===== src/rtl/complex_mult_seq_if.sv =====
// Operand/result handshake bundle for complex_mult_seq.
// The master side supplies operands and consumes results; the slave side is the multiplier.
interface complex_mult_seq_if #(
    parameter int WDTH = 16
);
    logic                   in_valid;
    logic                   in_ready;
    logic signed [WDTH-1:0] a_re;
    logic signed [WDTH-1:0] a_im;
    logic signed [WDTH-1:0] b_re;
    logic signed [WDTH-1:0] b_im;
    logic                   out_valid;
    logic                   out_ready;
    logic signed [WDTH-1:0] out_re;
    logic signed [WDTH-1:0] out_im;
    logic                   out_ovf;

    modport master (
        output in_valid, a_re, a_im, b_re, b_im, out_ready,
        input  in_ready, out_valid, out_re, out_im, out_ovf
    );

    modport slave (
        input  in_valid, a_re, a_im, b_re, b_im, out_ready,
        output in_ready, out_valid, out_re, out_im, out_ovf
    );
endinterface


===== src/rtl/complex_mult_seq.sv =====
// Sequential complex multiplier: one shared Q1.(WDTH-1) real multiplier issues the
// four partial products serially and a one-deep output register holds the result.

module multiply #(
    parameter int WDTH = 16
) (
    input  logic                   clk,
    input  logic                   rst_n,
    input  logic signed [WDTH-1:0] x,
    input  logic signed [WDTH-1:0] y,
    output logic signed [WDTH-1:0] z
);
    logic signed [2*WDTH-1:0] prod;

    assign prod = x * y;

    // Truncating arithmetic shift; -1 * -1 wraps back to -1 by design.
    always_ff @(posedge clk or negedge rst_n) begin
        if (!rst_n) begin
            z <= '0;
        end else begin
            z <= WDTH'(prod >>> (WDTH - 1));
        end
    end
endmodule

module complex_mult_seq #(
    parameter int WDTH = 16
) (
    input  logic                clk,
    input  logic                rst,
    complex_mult_seq_if.slave   bus
);
    localparam logic [1:0] S_IDLE  = 2'd0;
    localparam logic [1:0] S_ISSUE = 2'd1;
    localparam logic [1:0] S_DRAIN = 2'd2;
    localparam logic [1:0] S_HOLD  = 2'd3;

    logic [1:0]             state_reg, state_next;
    logic [1:0]             k_reg, k_next;
    logic signed [WDTH-1:0] a_re_reg, a_im_reg, b_re_reg, b_im_reg;
    logic signed [WDTH-1:0] re_acc_reg, im_acc_reg;
    logic                   re_ovf_reg;
    logic signed [WDTH-1:0] out_re_reg, out_im_reg;
    logic                   out_ovf_reg, out_valid_reg;

    logic signed [WDTH-1:0] op_x [4];
    logic signed [WDTH-1:0] op_y [4];
    logic signed [WDTH-1:0] mult_x, mult_y, mult_z;
    logic                   mult_rst_n;
    logic signed [WDTH-1:0] re_diff, im_sum;
    logic                   re_sub_ovf, im_add_ovf;
    logic                   accept;

    // Issue slot k pairs: (a_re,b_re), (a_im,b_im), (a_re,b_im), (a_im,b_re).
    genvar gi;
    generate
        for (gi = 0; gi < 4; gi++) begin : g_issue
            assign op_x[gi] = (gi % 2 == 1) ? a_im_reg : a_re_reg;
            assign op_y[gi] = (gi == 1 || gi == 2) ? b_im_reg : b_re_reg;
        end
    endgenerate

    assign mult_x     = op_x[k_reg];
    assign mult_y     = op_y[k_reg];
    assign mult_rst_n = ~rst;

    multiply #(.WDTH(WDTH)) u_multiply (
        .clk   (clk),
        .rst_n (mult_rst_n),
        .x     (mult_x),
        .y     (mult_y),
        .z     (mult_z)
    );

    assign re_diff    = re_acc_reg - mult_z;
    assign im_sum     = im_acc_reg + mult_z;
    assign re_sub_ovf = (re_acc_reg[WDTH-1] != mult_z[WDTH-1]) &&
                        (re_diff[WDTH-1] != re_acc_reg[WDTH-1]);
    assign im_add_ovf = (im_acc_reg[WDTH-1] == mult_z[WDTH-1]) &&
                        (im_sum[WDTH-1] != im_acc_reg[WDTH-1]);

    assign accept = bus.in_valid && (state_reg == S_IDLE);

    always_comb begin
        state_next = state_reg;
        k_next     = k_reg;
        case (state_reg)
            S_IDLE: begin
                if (accept) begin
                    state_next = S_ISSUE;
                    k_next     = 2'd0;
                end
            end
            S_ISSUE: begin
                k_next = k_reg + 2'd1;
                if (k_reg == 2'd3) begin
                    state_next = S_DRAIN;
                end
            end
            S_DRAIN: state_next = S_HOLD;
            S_HOLD: begin
                if (bus.out_ready) begin
                    state_next = S_IDLE;
                end
            end
            default: state_next = S_IDLE;
        endcase
    end

    always_ff @(posedge clk or posedge rst) begin
        if (rst) begin
            state_reg     <= S_IDLE;
            k_reg         <= 2'd0;
            a_re_reg      <= '0;
            a_im_reg      <= '0;
            b_re_reg      <= '0;
            b_im_reg      <= '0;
            re_acc_reg    <= '0;
            im_acc_reg    <= '0;
            re_ovf_reg    <= 1'b0;
            out_re_reg    <= '0;
            out_im_reg    <= '0;
            out_ovf_reg   <= 1'b0;
            out_valid_reg <= 1'b0;
        end else begin
            state_reg <= state_next;
            k_reg     <= k_next;

            if (accept) begin
                a_re_reg <= bus.a_re;
                a_im_reg <= bus.a_im;
                b_re_reg <= bus.b_re;
                b_im_reg <= bus.b_im;
            end

            // Product k lands on z while slot k+1 is issuing; only these slots sample z.
            if (state_reg == S_ISSUE) begin
                case (k_reg)
                    2'd1: re_acc_reg <= mult_z;
                    2'd2: begin
                        re_acc_reg <= re_diff;
                        re_ovf_reg <= re_sub_ovf;
                    end
                    2'd3: im_acc_reg <= mult_z;
                    default: ;
                endcase
            end

            if (state_reg == S_DRAIN) begin
                im_acc_reg    <= im_sum;
                out_re_reg    <= re_acc_reg;
                out_im_reg    <= im_sum;
                out_ovf_reg   <= re_ovf_reg | im_add_ovf;
                out_valid_reg <= 1'b1;
            end

            if ((state_reg == S_HOLD) && bus.out_ready) begin
                out_valid_reg <= 1'b0;
            end
        end
    end

    assign bus.in_ready  = (state_reg == S_IDLE) && !rst;
    assign bus.out_valid = out_valid_reg;
    assign bus.out_re    = out_re_reg;
    assign bus.out_im    = out_im_reg;
    assign bus.out_ovf   = out_ovf_reg;
endmodule

===== src/flat_wrapper.sv =====
// flat-port wrapper written by rule: the top's interface ports become plain ports
module complex_mult_seq_flat 
#(
    parameter int WDTH = 16
)
  (clk, rst, bus_in_valid, bus_a_re, bus_a_im, bus_b_re, bus_b_im, bus_out_ready, bus_in_ready, bus_out_valid, bus_out_re, bus_out_im, bus_out_ovf);
  complex_mult_seq_if #(.WDTH(WDTH)) bus_i ();
  input  logic clk;
  input  logic rst;
  input wire logic [$bits(bus_i.in_valid)-1:0] bus_in_valid;
  input wire logic [$bits(bus_i.a_re)-1:0] bus_a_re;
  input wire logic [$bits(bus_i.a_im)-1:0] bus_a_im;
  input wire logic [$bits(bus_i.b_re)-1:0] bus_b_re;
  input wire logic [$bits(bus_i.b_im)-1:0] bus_b_im;
  input wire logic [$bits(bus_i.out_ready)-1:0] bus_out_ready;
  output wire logic [$bits(bus_i.in_ready)-1:0] bus_in_ready;
  output wire logic [$bits(bus_i.out_valid)-1:0] bus_out_valid;
  output wire logic [$bits(bus_i.out_re)-1:0] bus_out_re;
  output wire logic [$bits(bus_i.out_im)-1:0] bus_out_im;
  output wire logic [$bits(bus_i.out_ovf)-1:0] bus_out_ovf;
  assign bus_i.in_valid = bus_in_valid;
  assign bus_i.a_re = bus_a_re;
  assign bus_i.a_im = bus_a_im;
  assign bus_i.b_re = bus_b_re;
  assign bus_i.b_im = bus_b_im;
  assign bus_i.out_ready = bus_out_ready;
  assign bus_in_ready = bus_i.in_ready;
  assign bus_out_valid = bus_i.out_valid;
  assign bus_out_re = bus_i.out_re;
  assign bus_out_im = bus_i.out_im;
  assign bus_out_ovf = bus_i.out_ovf;
  complex_mult_seq #(.WDTH(WDTH)) u_core (.clk(clk), .rst(rst), .bus(bus_i));
endmodule

===== config.mk =====
export PLATFORM = sky130hd
export DESIGN_NAME = complex_mult_seq_flat
export DESIGN_NICKNAME = d
export VERILOG_FILES = /design/src/rtl/complex_mult_seq_if.sv /design/src/rtl/complex_mult_seq.sv /design/src/flat_wrapper.sv
export SDC_FILE = /design/constraint.sdc
export NUM_CORES = 1
export LEC_CHECK = 0
export BUFFER_PORTS_ARGS = -buffer_cell sky130_fd_sc_hd__buf_2
export CAP_MARGIN = 20
export CORE_ASPECT_RATIO = 1.4
export CORE_MARGIN = 8
export CORE_UTILIZATION = 30
export DETAILED_ROUTE_END_ITERATION = 16
export PLACE_DENSITY = 0.51
export SYNTH_ARGS = -nofsm -noshare
export SYNTH_HDL_FRONTEND = slang
export SYNTH_HIERARCHICAL = 1
export SYNTH_SLANG_ARGS = --single-unit

===== constraint.sdc =====
create_clock -name clk -period 20.1 [get_ports clk]
set_input_delay 2.01 -clock clk [delete_from_list [all_inputs] [get_ports clk]]
set_output_delay 2.01 -clock clk [all_outputs]
set_load 0.05 [all_outputs]

; ---- Word level (Yosys, flattened, before mapping)
; Index checks and enable logic that the tools add are counted.
; Widths: inputs -> output; s select.
[totals]
in_bits = 68
reg_bits = 151
wordCells = 69
out_inout_bits = 35
[op_classes]
addsub = 3
n_lt_le_gt_ge = 1
n_bitwise = 2
n_reduce_logical = 17
eq_ne = 13
muxes = 18
n_mul = 1
[op_table]
columns = cell, n
row1 = $mux 16, 7
row2 = $bmux 16 s2, 2
row3 = $pmux 16 s2, 1
row4 = $mul 16x16->31, 1
row5 = $add 16x16->16, 1
row6 = $sub 16x16->16, 1
row7 = $reduce_bool 2->1, 5
row8 = $eq 2x2->1 const B, 4
row9 = $mux 2, 4
row10 = $pmux 2 s4, 1
row11 = $reduce_and 2->1, 4
row12 = $logic_and 1x1->1, 5
row13 = $eq 2x1->1 const B, 2
row14 = $ne 2x1->1 const B, 2
row15 = $pmux 2 s2, 1
row16 = $ge 3x3->1 const B, 1
row17 = $ne 1x1->1, 3
row18 = $not 2->3, 1
row19 = $reduce_and 3->1, 1
row20 = $add 2x1->2 const B, 1
row21 = $logic_not 2->1, 1
row22 = $mux 1, 2
row23 = $ne 2x2->1 const B, 1
row24 = $eq 1x1->1, 1
row25 = 2 further kinds, 2

; ---- Depth between registers and ports, before layout
; Gate-level depths: netlist (run 1).
[logic_depth]
depth_word = 5
ltp_mapped = 25
depth_no_buf = 24

; ---- By module
; Netlist (run 1), hierarchy kept.
[by_module_without_submodules]
columns = module, seq_area_each_um2, cells_per_inst, n_inst, area_each_um2
row1 = multiply, 400.4, 1024, 1, 9634.2
row2 = complex_mult_seq, 3378.2, 646, 1, 7221.9

; ---- Worst setup path after synthesis (run 1)
; Ideal clock, no wire load.
[synth_path]
path_kind = reg2reg
from = reg u_core.k_reg[0]
to = reg u_core.u_multiply.z[14]
setup_time_ns = 0.080
path_stages_with_launch = 25
path_buffers = 1
arrival_ns = 6.704
required_time_ns = 20.020
period_less_slack_ns = 6.784
setup_slack_ns = 13.316
path_cell_list = dfrtp_1 xor2_1 mux2_2 clkbuf_1 nand2_1 inv_1 fa_1 inv_1 fa_1 inv_1 fa_1 fa_1 fa_1 inv_1 fa_1 inv_1 ha_1 a21oi_1 o21bai_1 a21oi_1 nor2b_1 a41oi_1 a21oi_1 a211oi_2 xnor2_1
[synth_via]
elab_chain_cells = 5
word_cells_on_any_way = 8
classes_between = 1 x mul / 6 x mux / 1 x bitwise
[synth_lines]
columns = item, line
row1 = from (decl), complex_mult_seq.sv:40  ; logic [1:0] k_reg, k_next;
row2 = from (signal assigned), complex_mult_seq.sv:128  ; k_reg <= k_next;
row3 = $not 2->3 (not written as such), complex_mult_seq.sv:65  ; assign mult_y = op_y[k_reg];
row4 = $bmux 16 s2, complex_mult_seq.sv:65
row5 = $mux 16 (not written as such) (2 in series), complex_mult_seq.sv:65
row6 = via u_core.mult_y[1], complex_mult_seq.sv:49  ; logic signed [WDTH-1:0] mult_x, mult_y, mult_z;
row7 = $mul 16x16->31, complex_mult_seq.sv:15  ; assign prod = x * y;
row8 = via u_core.u_multiply.prod[29], complex_mult_seq.sv:13  ; logic signed [2*WDTH-1:0] prod;
row9 = to (signal assigned), complex_mult_seq.sv:22  ; z <= WDTH'(prod >>> (WDTH - 1));
row10 = to (decl), complex_mult_seq.sv:11  ; output logic signed [WDTH-1:0] z
; The timed path passes the listed nets, and every way through them passes these cells. The select of a mux whose other input is x is not followed.
; A chain may end at the register's enable or synchronous reset.

; ---- Final worst setup path (run 1)
[layout_path]
from = reg u_core.k_reg[0]
to = reg u_core.u_multiply.z[12]
; The elaborated chain is that of the path after synthesis.

==> results.txt, run 1 <==
----------------------------------------------------
[Floorplanning]
  Count of pins on the block boundary ... 103
  Die area ... between 0.06 and 0.07 mm2
  Area inside the core boundary ... ~0.056 mm2
  DIE HEIGHT ... between 200 and 300 um
  Row Count ... 103
  Die boundary width ... 216.3 um
  Initial core utilization ... between 30% and 40%

[Logic synthesis]
  Leading post-synthesis cells by instance count ... 332 x sky130_fd_sc_hd__inv_1, 257 x sky130_fd_sc_hd__fa_1, 178 x sky130_fd_sc_hd__nand2_1
  Total number of yosys warnings ... 6
  Top cell type's share of synthesized area ... between 30% and 40%
  Count of distinct cell types in the synthesized netlist ... 58
  Cells after Synth ... about 1700
  Synthesized area per cell ... between 10 and 15 um2
  Post-synthesis sequential area ratio ... 22.42%
  Post-Synthesis Net Count ... ~2100
  Leading cell types by total area after synthesis ... sky130_fd_sc_hd__fa_1 31%, sky130_fd_sc_hd__dfrtp_1 22%, sky130_fd_sc_hd__ha_1 8.4%
  Most common cell in the synthesized netlist ... sky130_fd_sc_hd__inv_1
  Share of synthesized flip-flops with an asynchronous set or reset ... 100.0%
  Total standard cell area after synthesis ... around 0.017 mm2
  Most frequently used flop master after synthesis ... sky130_fd_sc_hd__dfrtp_1
  FF+latch count, synth ... 151
  EDFF count, synth ... 0
  Cell type with the highest aggregate area in the netlist ... sky130_fd_sc_hd__fa_1

[Setup path]
  Setup slack of the worst register-to-register path ... about 13000 ps
  Type of element launching the critical path ... register
  Critical Path Most Common Cell ... sky130_fd_sc_hd__fa_1
  Highest cell delay on the worst timing path ... around 740 ps
  Logic depth of the worst register-to-register path ... 24
  Buffer and inverter count on the worst path ... 6
  CP top delay family ... adder cells
  Worst Path Max Fanout ... 16
  Critical path type ... reg -> reg
  Signal arrival time at the worst endpoint ... 7760 ps
  RR Startpoint ... u_core/k_reg[0]
  Ordered list of cells on the worst path ... xor2_2 -> buf_8 -> mux2_2 -> nand2_1 -> inv_1 -> fa_1 -> inv_1 -> fa_1 -> inv_1 -> fa_1 -> fa_1 -> fa_1 -> inv_1 -> fa_1 -> inv_1 -> ha_1 -> a21oi_1 -> o21bai_1 -> a21oi_1 -> nor2b_1 -> a41oi_1 -> nand3_1 -> a21oi_1 -> xnor2_1
  Destination of the worst register-to-register timing path ... u_core/u_multiply/z[12]
  Standard cell with the maximum stage delay on the critical path ... sky130_fd_sc_hd__fa_1
  WP data required ... between 20000 and 25000 ps
  Endpoint class of the critical path ... register

[Global route]
  Maximum number of pins on one net before global-route repair ... 82
  Met2 demand-to-capacity share in global routing ... between 20% and 30%
  Global route overflow ... 0
  Met1 capacity usage during global routing ... about 14%
  Aggregate global-route resource usage ... between 10% and 20%
  Antenna violations before repair ... 0
  Global route hottest layer ... met2
  First-pass GRT wire length ... just under 70000 um
  M3 GR Usage ... 1.495%
  Via count of the first global-routing pass ... about 13000

[Timing]
  Least-Margin Pin Slew ... approximately 840 ps
  Final setup vio count ... 0
  Part of the cycle the worst path needs ... between 30% and 40%
  Hold violation count in the final report ... 0
  Max Clk Rate ... approximately 0.14 GHz
  Final Slew Violations ... 0
  RSZ-0062 raised after global routing ... no
  Time the worst path needs with I/O delays and setup ... around 7400 ps
  Relative max-transition margin ... between 40% and 50%
  Clock tree skew after final layout ... 11.35 ps
  Final setup TNS ... 0 ps

[Clock tree]
  Number of gates resized after CTS ... 0
  Clock network latency to the later pin of the worst-skew pair ... around 450 ps
  TritonCTS sink count ... 151
  CTS tree ... done
  Post-CTS setup buffer count ... 0
  Inserted Clock Buffers ... 17
  Root buffer selected by CTS ... sky130_fd_sc_hd__clkbuf_16
  Number of buffers inserted by hold repair at cts ... 0
  Clk buf depth ... 2
  CTS H-tree lvls ... 4
  Clk pin slew, worst setup/hold paths ... about 70 ps

[Finish]
  Number of filler cells placed in the layout ... between 5000 and 6000
  Layout net count ... approximately 2200
  Ant diodes ... 0
  Share of post-route cells with drive strength above 1 ... 16.19%
  Post-route design area ... 0.01874 mm2
  Area Growth Syn to Fin ... 11.16%

[Detailed routing]
  First DRT Iteration DRCs ... 409
  DRC errors left ... 0
  Vias after detailed routing ... approximately 11000
  Final WL ... 40870 um
  Pre-Repair DR Iteration Count ... 6
  DRT antenna net count ... 0
  Routed vias/inst ... around 4.6
  Per-cell routed wire length ... between 15 and 20 um

[Worst hold path]
  Worst hold path cell count ... 1
  Hold-critical path endpoint ... u_core/bus.out_im[2]
  Worst min path class ... reg -> reg
  Startpoint of the worst hold path ... u_core/bus.out_im[2]

[Job]
  Max-cap violations ... 0

[Outcome]
  Outcome ... finished clean

[Placement]
  Placer Congestion ... just under 0.8
  Cell Area, Placed ... between 0.015 and 0.02 mm2
  Post-detailed-placement half-perimeter wirelength ... about 33000 um
  Port buffer count ... 102

----------------------------------------------------
==> through the flow <==
| step | hold WS (ps) | utilization [%] | instances | setup slack, ps |
|---|---|---|---|---|
| after floorplan | 456.3 | - | 1670 | 13320 |
| after global placement | 462.4 | 32.38 | 2454 | 12420 |
| after detailed placement | 474.7 | 32.38 | 2454 | 12250 |
| after CTS | 493.5 | 33.38 | 2486 | 12200 |
| after global routing | 513.5 | 33.50 | 2489 | 12260 |
| final | 490.3 | 33.50 | 2489 | 12710 |
==> layer usage <==
layer	up-vias	wire length, um
li1	5340	-
met1	5868	15590
met2	179	23030
met3	59	922
met4	0	1332
met5	-	0
==> cell type report <==
class	instances	area [um2]	area share (%)
multi-input combinational	1127	11600	61.91
clock inverter	15	136.4	0.7278
sequential	151	3779	20.17
timing repair buffer	111	623.1	3.325
tap	735	919.6	4.908
clock buffer	17	425.4	2.270
inverter	333	1255	6.697
==> worst max path at each step <==
stage	from	endpoint	slack, ps	cells after the start
2_1_floorplan	u_core/k_reg[0]	u_core/u_multiply/z[14]	13320	24
6_report	u_core/k_reg[0]	u_core/u_multiply/z[12]	12710	24
3_3_place_gp	u_core/k_reg[1]	u_core/u_multiply/z[12]	12420	23
3_5_place_dp	u_core/k_reg[1]	u_core/u_multiply/z[12]	12250	23
4_1_cts	u_core/k_reg[1]	u_core/u_multiply/z[12]	12200	23
5_1_grt	u_core/k_reg[1]	u_core/u_multiply/z[12]	12260	24
==> layout by cell type (no fill, tap or decap), types with 43 or more instances in the layout <==
cell | Yosys | layout
sky130_fd_sc_hd__nand2_1 | 178 | 177
sky130_fd_sc_hd__ha_1 | 113 | 112
sky130_fd_sc_hd__mux2_2 | 118 | 118
sky130_fd_sc_hd__fa_1 | 257 | 257
sky130_fd_sc_hd__o21ai_0 | 47 | 47
sky130_fd_sc_hd__inv_1 | 332 | 331
sky130_fd_sc_hd__dfrtp_1 | 151 | 151
sky130_fd_sc_hd__nor2_1 | 43 | 43
sky130_fd_sc_hd__xnor2_1 | 43 | 43
sky130_fd_sc_hd__and2_1 | 116 | 116
sky130_fd_sc_hd__buf_2 | 0 | 102
==> worst register-to-register path, cell delays in order, from the launching register on <==
cell and delay [ps]:
sky130_fd_sc_hd__dfrtp_1 420, sky130_fd_sc_hd__xor2_2 320, sky130_fd_sc_hd__buf_8 230, sky130_fd_sc_hd__mux2_2 500, sky130_fd_sc_hd__nand2_1 160, sky130_fd_sc_hd__inv_1 100
sky130_fd_sc_hd__fa_1 740, sky130_fd_sc_hd__inv_1 120, sky130_fd_sc_hd__fa_1 740, sky130_fd_sc_hd__inv_1 210, sky130_fd_sc_hd__fa_1 500, sky130_fd_sc_hd__fa_1 520
sky130_fd_sc_hd__fa_1 500, sky130_fd_sc_hd__inv_1 50, sky130_fd_sc_hd__fa_1 470, sky130_fd_sc_hd__inv_1 40, sky130_fd_sc_hd__ha_1 330, sky130_fd_sc_hd__a21oi_1 220
sky130_fd_sc_hd__o21bai_1 90, sky130_fd_sc_hd__a21oi_1 230, sky130_fd_sc_hd__nor2b_1 70, sky130_fd_sc_hd__a41oi_1 260, sky130_fd_sc_hd__nand3_1 170, sky130_fd_sc_hd__a21oi_1 210
sky130_fd_sc_hd__xnor2_1 130
==> cell families (layout without fill, tap and decap cells) <==
logic type      Yosys count  after routing  synth area share (%)
simple gates            402            402                 11.44
buf+inv                 392            476                 8.841
fa+ha+maj               370            370                 38.91
compound gates          167            167                 6.725
flops                   151            151                 22.42
mux                     138            138                 9.071
xor+xnor                 50             50                 2.598
Power of run 1 is not shown: default switching activity piles up to over one toggle a cycle in this logic, so the estimate is an artifact.
==> run 2, diff against run 1 <==
--- a/config.mk
+++ b/config.mk
@@ -11,7 +11,7 @@
 export CORE_MARGIN = 8
 export CORE_UTILIZATION = 30
 export DETAILED_ROUTE_END_ITERATION = 16
-export PLACE_DENSITY = 0.51
+export PLACE_DENSITY = 0.53
 export SYNTH_ARGS = -nofsm -noshare
 export SYNTH_HDL_FRONTEND = slang
 export SYNTH_HIERARCHICAL = 1
==> constraint.sdc (replaced) <==
create_clock -name clk -period 6.7 [get_ports clk]
set_input_delay 0.67 -clock clk [delete_from_list [all_inputs] [get_ports clk]]
set_output_delay 0.67 -clock clk [all_outputs]
set_load 0.05 [all_outputs]
==> run 2 against run 1 <==
Critical path depth increased by 2. Sequential share of layout area fell by 0.81 points. Final cell count rose by 2.5%. Clock-buffer cell count up 1. Via count grew 2.8%. First-iteration DRC count is 32% higher. Sequential cell count stayed put. Cell area up 4.3%. Utilization grew 1.4 points. Maximum frequency grew 13%. Non-clock buffer count up 59.
==> results.txt, run 2 (synthesized netlist as in run 1, its figures left out) <==
----------------------------------------------------
[Floorplanning]
  Row Count ... 103 (unchanged)
  Die area ... 0.06414 mm2 (unchanged)
  Initial core utilization ... 30.14% (unchanged)
  DIE HEIGHT ... 296.5 um (unchanged)
  Area inside the core boundary ... 0.05593 mm2 (unchanged)
  Die boundary width ... 216.3 um (unchanged)
  Count of pins on the block boundary ... 103 (unchanged)

[Timing]
  RSZ-0062 raised after global routing ... yes (was no)
  Final Slew Violations ... 0 (unchanged)
  Hold violation count in the final report ... 0 (unchanged)
  Final setup vio count ... 0 (unchanged)
  Least-Margin Pin Slew ... 958.8 ps (was 839.4 ps)
  Max Clk Rate ... 0.1534 GHz (was 0.1353 GHz)
  Final Worst Setup Slack ... 181.3 ps (was 12710 ps)
  Part of the cycle the worst path needs ... 97.29% (was 36.76%)
  Relative max-transition margin ... 36.08% (was 44.04%)
  Clock tree skew after final layout ... 9.564 ps (was 11.35 ps)
  Time the worst path needs with I/O delays and setup ... 6519 ps (was 7389 ps)

[Finish]
  Leading cell types in the layout, fill and taps excluded ... 330 x sky130_fd_sc_hd__inv_1, 251 x sky130_fd_sc_hd__fa_1, 176 x sky130_fd_sc_hd__nand2_1, 149 x sky130_fd_sc_hd__dfrtp_1, 112 x sky130_fd_sc_hd__and2_1 (was 331 x sky130_fd_sc_hd__inv_1, 257 x sky130_fd_sc_hd__fa_1, 177 x sky130_fd_sc_hd__nand2_1, 151 x sky130_fd_sc_hd__dfrtp_1, 118 x sky130_fd_sc_hd__mux2_2)
  Post-route design area ... 0.01954 mm2 (was 0.01874 mm2)
  Area Growth Syn to Fin ... 15.90% (was 11.16%)
  Share of post-route cells with drive strength above 1 ... 20.56% (was 16.19%)
  Number of filler cells placed in the layout ... 5742 (was 5788)
  Layout net count ... 2239 (was 2179)
  Most common library cell in the layout ignoring fill and taps ... sky130_fd_sc_hd__inv_1 (unchanged)

[Clock tree]
  Clk pin slew, worst setup/hold paths ... 70 ps (about the same)
  CTS H-tree lvls ... 4 (unchanged)
  Inserted Clock Buffers ... 17 (unchanged)
  Number of buffers inserted by hold repair at cts ... 0 (unchanged)
  CTS tree ... done (unchanged)
  TritonCTS sink count ... 151 (unchanged)
  Clock network latency to the later pin of the worst-skew pair ... 450 ps (about the same)
  Clk buf depth ... 2 (unchanged)
  Root buffer selected by CTS ... sky130_fd_sc_hd__clkbuf_16 (unchanged)

[Detailed routing]
  DRC errors left ... 0 (unchanged)
  Final WL ... 41410 um (was 40870 um)
  First DRT Iteration DRCs ... 539 (was 409)
  Vias after detailed routing ... 11770 (was 11450)
  Routed vias/inst ... 4.613 (was 4.599)
  Per-cell routed wire length ... 16.23 um (was 16.42 um)
  DRT antenna net count ... 0 (unchanged)
  Pre-Repair DR Iteration Count ... 5 (was 6)

[Setup path]
  RR Startpoint ... u_core/k_reg[1] (was u_core/k_reg[0])
  WP data required ... 7030 ps (was 20470 ps)
  Logic depth of the worst register-to-register path ... 26 (was 24)
  Endpoint class of the critical path ... register (unchanged)
  Type of element launching the critical path ... register (unchanged)
  Destination of the worst register-to-register timing path ... u_core/u_multiply/z[15] (was u_core/u_multiply/z[12])
  Critical path type ... reg -> reg (unchanged)
  Setup slack of the worst register-to-register path ... 180 ps (was 12710 ps)
  Standard cell with the maximum stage delay on the critical path ... sky130_fd_sc_hd__fa_2 (was sky130_fd_sc_hd__fa_1)
  Buffer and inverter count on the worst path ... 9 (was 6)
  Highest cell delay on the worst timing path ... 580 ps (was 740 ps)
  CP top delay family ... adder cells (unchanged)
  Worst Path Max Fanout ... 7 (was 16)
  Signal arrival time at the worst endpoint ... 6850 ps (was 7760 ps)

[Job]
  Max-cap violations ... 0 (unchanged)

[Placement]
  Post-detailed-placement half-perimeter wirelength ... 33740 um (was 32830 um)
  Port buffer count ... 102 (unchanged)
  Cell Area, Placed ... 0.01847 mm2 (was 0.01811 mm2)
  Pre-CTS setup slack ... 69.14 ps (was 12250 ps)
  Placer Congestion ... 0.8718 (was 0.7910)

[Global route]
  Via count of the first global-routing pass ... 13140 (was 13120)
  Global route overflow ... 0 (unchanged)
  Maximum number of pins on one net before global-route repair ... 81 (was 82)
  Aggregate global-route resource usage ... 13.33% (was 13.45%)
  First-pass GRT wire length ... 67790 um (was 68520 um)
  Antenna violations before repair ... 2 (was 0)

[Worst hold path]
  Worst min path class ... in -> async (was reg -> reg)

[Outcome]
  Outcome ... finished clean (unchanged)

----------------------------------------------------
-- run 2: changes by cell type in the layout (fill, tap and decap cells not counted), sizes merged --
cell      change
clkbuf        +2
clkinvlp      +2
bufinv        +1
clkinv        -4
mux2          +1
buf          +58
diode         +2
-- run 2: area by class of cell --
class,instances,area [um2],area share [%]
timing repair buffer,170,1172,6.001
tap,735,919.6,4.707
inverter,333,1257,6.437
clock buffer,18,439.2,2.248
clock inverter,14,155.1,0.7942
sequential,151,3781,19.35
multi-input combinational,1128,11810,60.43
antenna,2,5.005,0.02562
-- run 2: routing by layer --
layer  part of all wire [%]  global-route usage, %
met1                     38                  14.23
met2                     57                  26.09
met3                    2.3                  1.567
met4                    3.2                  5.584
met5                      0                      0
-- run 2: worst max path at each step --
stage          cells after the start                       to       startpoint  slack [ps]
3_3_place_gp                      24  u_core/u_multiply/z[13]  u_core/k_reg[0]         110
6_report                          26  u_core/u_multiply/z[15]  u_core/k_reg[1]         180
4_1_cts                           25  u_core/u_multiply/z[13]  u_core/k_reg[0]          40
5_1_grt                           26  u_core/u_multiply/z[15]  u_core/k_reg[1]         -50
3_5_place_dp                      25  u_core/u_multiply/z[14]  u_core/k_reg[0]          70
2_1_floorplan                     24  u_core/u_multiply/z[14]  u_core/k_reg[0]          20
-- run 2: timing repair --
item | 4_1_cts | 5_1_grt
setup buffers | 0 | 16
setup endpoints to repair | 0 | 11
gates resized for setup | 0 | 57
-- run 2: through the flow --
step | hold WS (ps) | setup TNS (ps) | utilization (%) | cells
floorplan | 456.3 | 0 | - | 1670
global placement | 465.1 | 0 | 32.98 | 2497
detailed placement | 474.4 | 0 | 33.03 | 2498
CTS | 364.2 | 0 | 34.09 | 2530
global route | 406.2 | -92.06 | 34.93 | 2551
finish | 349.4 | 0 | 34.93 | 2551
Power of run 2 is left out for the same reason.
==> run 3, diff against run 2 <==
--- a/config.mk
+++ b/config.mk
@@ -7,11 +7,13 @@
 export LEC_CHECK = 0
 export BUFFER_PORTS_ARGS = -buffer_cell sky130_fd_sc_hd__buf_2
 export CAP_MARGIN = 20
+export CELL_PAD_IN_SITES_DETAIL_PLACEMENT = 0
+export CELL_PAD_IN_SITES_GLOBAL_PLACEMENT = 2
 export CORE_ASPECT_RATIO = 1.4
 export CORE_MARGIN = 8
 export CORE_UTILIZATION = 30
 export DETAILED_ROUTE_END_ITERATION = 16
-export PLACE_DENSITY = 0.53
+export PLACE_DENSITY = 0.71
 export SYNTH_ARGS = -nofsm -noshare
 export SYNTH_HDL_FRONTEND = slang
 export SYNTH_HIERARCHICAL = 1
==> constraint.sdc (replaced) <==
create_clock -name clk -period 6.7 [get_ports clk]
set_input_delay 0.67 -clock clk [delete_from_list [all_inputs] [get_ports clk]]
set_output_delay 0.67 -clock clk [all_outputs]
set_load 0.1 [all_outputs]
==> run 3 against run 2 <==
Clock-buffer cell count shrank 1. Highest routed layer unchanged. Global-route usage grew 1.3 points. Die area is the same. Non-clock buffer count grew 4. Maximum frequency is essentially flat. Routed wire length grew 11%. Register-to-register slack is essentially flat.
==> results.txt, run 3 (synthesized netlist as in run 1, its figures left out) <==
----------------------------------------------------
[Clock tree]
  Inserted Clock Buffers ... 17 (unchanged)
  CTS tree ... done (unchanged)
  Root buffer selected by CTS ... sky130_fd_sc_hd__clkbuf_16 (unchanged)
  TritonCTS sink count ... 151 (unchanged)
  CTS H-tree lvls ... 4 (unchanged)
  Number of buffers inserted by hold repair at cts ... 0 (unchanged)
  Clk buf depth ... 2 (unchanged)
  Clk pin slew, worst setup/hold paths ... 70 ps (about the same)
  Clock network latency to the later pin of the worst-skew pair ... 440 ps (was 450 ps)

[Timing]
  Max Clk Rate ... 0.1534 GHz (about the same)
  Part of the cycle the worst path needs ... 97.31% (was 97.29%)
  Hold violation count in the final report ... 0 (unchanged)
  Final setup vio count ... 0 (unchanged)
  Final Slew Violations ... 0 (unchanged)
  RSZ-0062 raised after global routing ... yes (unchanged)
  Time the worst path needs with I/O delays and setup ... 6520 ps (was 6519 ps)
  Relative max-transition margin ... 37.63% (was 36.08%)
  Least-Margin Pin Slew ... 935.6 ps (was 958.8 ps)
  Clock tree skew after final layout ... 13.38 ps (was 9.564 ps)

[Detailed routing]
  Routed vias/inst ... 4.558 (was 4.613)
  Final WL ... 46080 um (was 41410 um)
  DRT antenna net count ... 0 (unchanged)
  Per-cell routed wire length ... 18.06 um (was 16.23 um)
  Pre-Repair DR Iteration Count ... 5 (unchanged)
  Vias after detailed routing ... 11630 (was 11770)
  DRC errors left ... 0 (unchanged)
  First DRT Iteration DRCs ... 564 (was 539)

[Placement]
  Placer Congestion ... 0.8239 (was 0.8718)
  Post-detailed-placement half-perimeter wirelength ... 38160 um (was 33740 um)
  Post-Place Cells ... 2512 (was 2498)
  Port buffer count ... 102 (unchanged)

[Global route]
  Antenna violations before repair ... 0 (was 2)
  Maximum number of pins on one net before global-route repair ... 77 (was 81)
  Global route overflow ... 0 (unchanged)
  First-pass GRT wire length ... 72990 um (was 67790 um)
  Aggregate global-route resource usage ... 14.65% (was 13.33%)
  Via count of the first global-routing pass ... 12940 (was 13140)

[Setup path]
  Destination of the worst register-to-register timing path ... u_core/u_multiply/z[13] (was u_core/u_multiply/z[15])
  Critical Path Most Common Cell ... sky130_fd_sc_hd__fa_1
  Endpoint class of the critical path ... register (unchanged)
  Ordered list of cells on the worst path ... xor2_4 -> clkbuf_16 -> buf_4 -> mux2_4 -> and2_1 -> fa_1 -> fa_1 -> fa_1 -> fa_1 -> fa_1 -> inv_1 -> fa_1 -> inv_1 -> ha_4 -> a211oi_2 -> nand2_1 -> o211ai_1 -> a211oi_4 -> buf_6 -> o31ai_4 -> o21ai_2 -> a41oi_2 -> xnor2_1
  Critical path startpoint ... u_core/k_reg[0] (was u_core/k_reg[1])
  Setup slack of the worst register-to-register path ... 180 ps (about the same)
  WP data required ... 7060 ps (was 7030 ps)
  Type of element launching the critical path ... register (unchanged)
  Highest cell delay on the worst timing path ... 570 ps (was 580 ps)
  Standard cell with the maximum stage delay on the critical path ... sky130_fd_sc_hd__fa_1 (was sky130_fd_sc_hd__fa_2)
  Logic depth of the worst register-to-register path ... 23 (was 26)
  Critical path type ... reg -> reg (unchanged)
  RR Startpoint ... u_core/k_reg[0] (was u_core/k_reg[1])
  Worst Path Max Fanout ... 5 (was 7)
  Signal arrival time at the worst endpoint ... 6880 ps (was 6850 ps)

[Finish]
  Ant diodes ... 0 (was 2)
  Final non-filler cell total ... 2552 (was 2551)
  Leading cell types in the layout, fill and taps excluded ... 329 x sky130_fd_sc_hd__inv_1, 251 x sky130_fd_sc_hd__fa_1, 176 x sky130_fd_sc_hd__nand2_1, 150 x sky130_fd_sc_hd__dfrtp_1, 113 x sky130_fd_sc_hd__and2_1 (was 330 x sky130_fd_sc_hd__inv_1, 251 x sky130_fd_sc_hd__fa_1, 176 x sky130_fd_sc_hd__nand2_1, 149 x sky130_fd_sc_hd__dfrtp_1, 112 x sky130_fd_sc_hd__and2_1)
  Layout net count ... 2242 (was 2239)
  Area Growth Syn to Fin ... 15.61% (was 15.90%)
  Share of post-route cells with drive strength above 1 ... 20.64% (was 20.56%)
  Number of filler cells placed in the layout ... 5703 (was 5742)
  Most common library cell in the layout ignoring fill and taps ... sky130_fd_sc_hd__inv_1 (unchanged)

[Floorplanning]
  Area inside the core boundary ... 0.05593 mm2 (unchanged)
  Die boundary width ... 216.3 um (unchanged)
  DIE HEIGHT ... 296.5 um (unchanged)
  Initial core utilization ... 30.14% (unchanged)
  Die area ... 0.06414 mm2 (unchanged)
  Row Count ... 103 (unchanged)
  Count of pins on the block boundary ... 103 (unchanged)

[Worst hold path]
  Worst min path class ... in -> async (unchanged)

[Job]
  Max-cap violations ... 0 (unchanged)

[Outcome]
  Outcome ... finished clean (unchanged)

----------------------------------------------------
[run 3: cell count changes in the layout (fill, tap and decap cells not counted), sizes merged, moves of 2 or more]
cell	change
inv	+2
buf	+5
clkbuf	-2
diode	-2
[run 3: critical path, delay by kind of cell (launching register included)]
| family | cells | cell delay, ps |
|---|---|---|
| buffers and inverters | 5 | 660 |
| AO/OA/AOI/OAI | 6 | 1060 |
| AND/OR/NAND/NOR | 2 | 270 |
| XOR/XNOR | 2 | 440 |
| flip-flops | 1 | 450 |
| multiplexers | 1 | 360 |
| adder cells (fa/ha/maj) | 7 | 3190 |
[run 3: repair_timing]
action | in CTS | in global routing
cloned | 0 | 1
pin swaps | 1 | 26
gates resized for setup | 0 | 51
buffers inserted | 3 | 4
setup endpoints to repair | 7 | 10
[run 3: how the worst max path moves through the flow]
stage	endpoint	slack, ps	depth (start not counted)
after global routing	u_core/u_multiply/z[13]	-30	23
after CTS	u_core/u_multiply/z[15]	20	26
after global placement	u_core/u_multiply/z[14]	70	24
final	u_core/u_multiply/z[13]	180	23
after floorplan	u_core/u_multiply/z[14]	20	24
after detailed placement	u_core/u_multiply/z[9]	-9	24
[run 3: layout make-up]
type / count / area [um2] / share of cell area [%]
Clock buffer: 17 / 425.4 / 2.183
Tap cell: 735 / 919.6 / 4.719
Inverter: 333 / 1255 / 6.440
Clock inverter: 15 / 182.7 / 0.9374
Multi-Input combinational cell: 1127 / 11810 / 60.58
Timing Repair Buffer: 174 / 1120 / 5.746
Sequential cell: 151 / 3780 / 19.40
[run 3: per-stage QoR]
stage	hold slack [ps]	instance area [um2]	TNS, ps	setup slack (ps)	util, %
3_3_place_gp	469.8	18560	0	74.03	33.19
3_5_place_dp	478.3	18560	-14.33	-9.123	33.19
5_1_grt	410.2	19490	-39.08	-28.85	34.84
2_1_floorplan	456.3	16860	0	19.94	-
6_report	357.8	19490	0	179.9	34.84
4_1_cts	376.6	19190	0	20.40	34.31
[run 3: per-layer routing]
metal | part of all wire (%) | wire length, um | global-route usage (%) | vias up
li1 | - | - | - | 5455
met1 | 40 | 18440 | 16.77 | 5913
met2 | 54 | 24930 | 27.69 | 213
met3 | 2.9 | 1321 | 1.709 | 52
met4 | 3.0 | 1390 | 5.336 | 0
met5 | 0 | 0 | 0 | -
Power of run 3 is left out for the same reason.
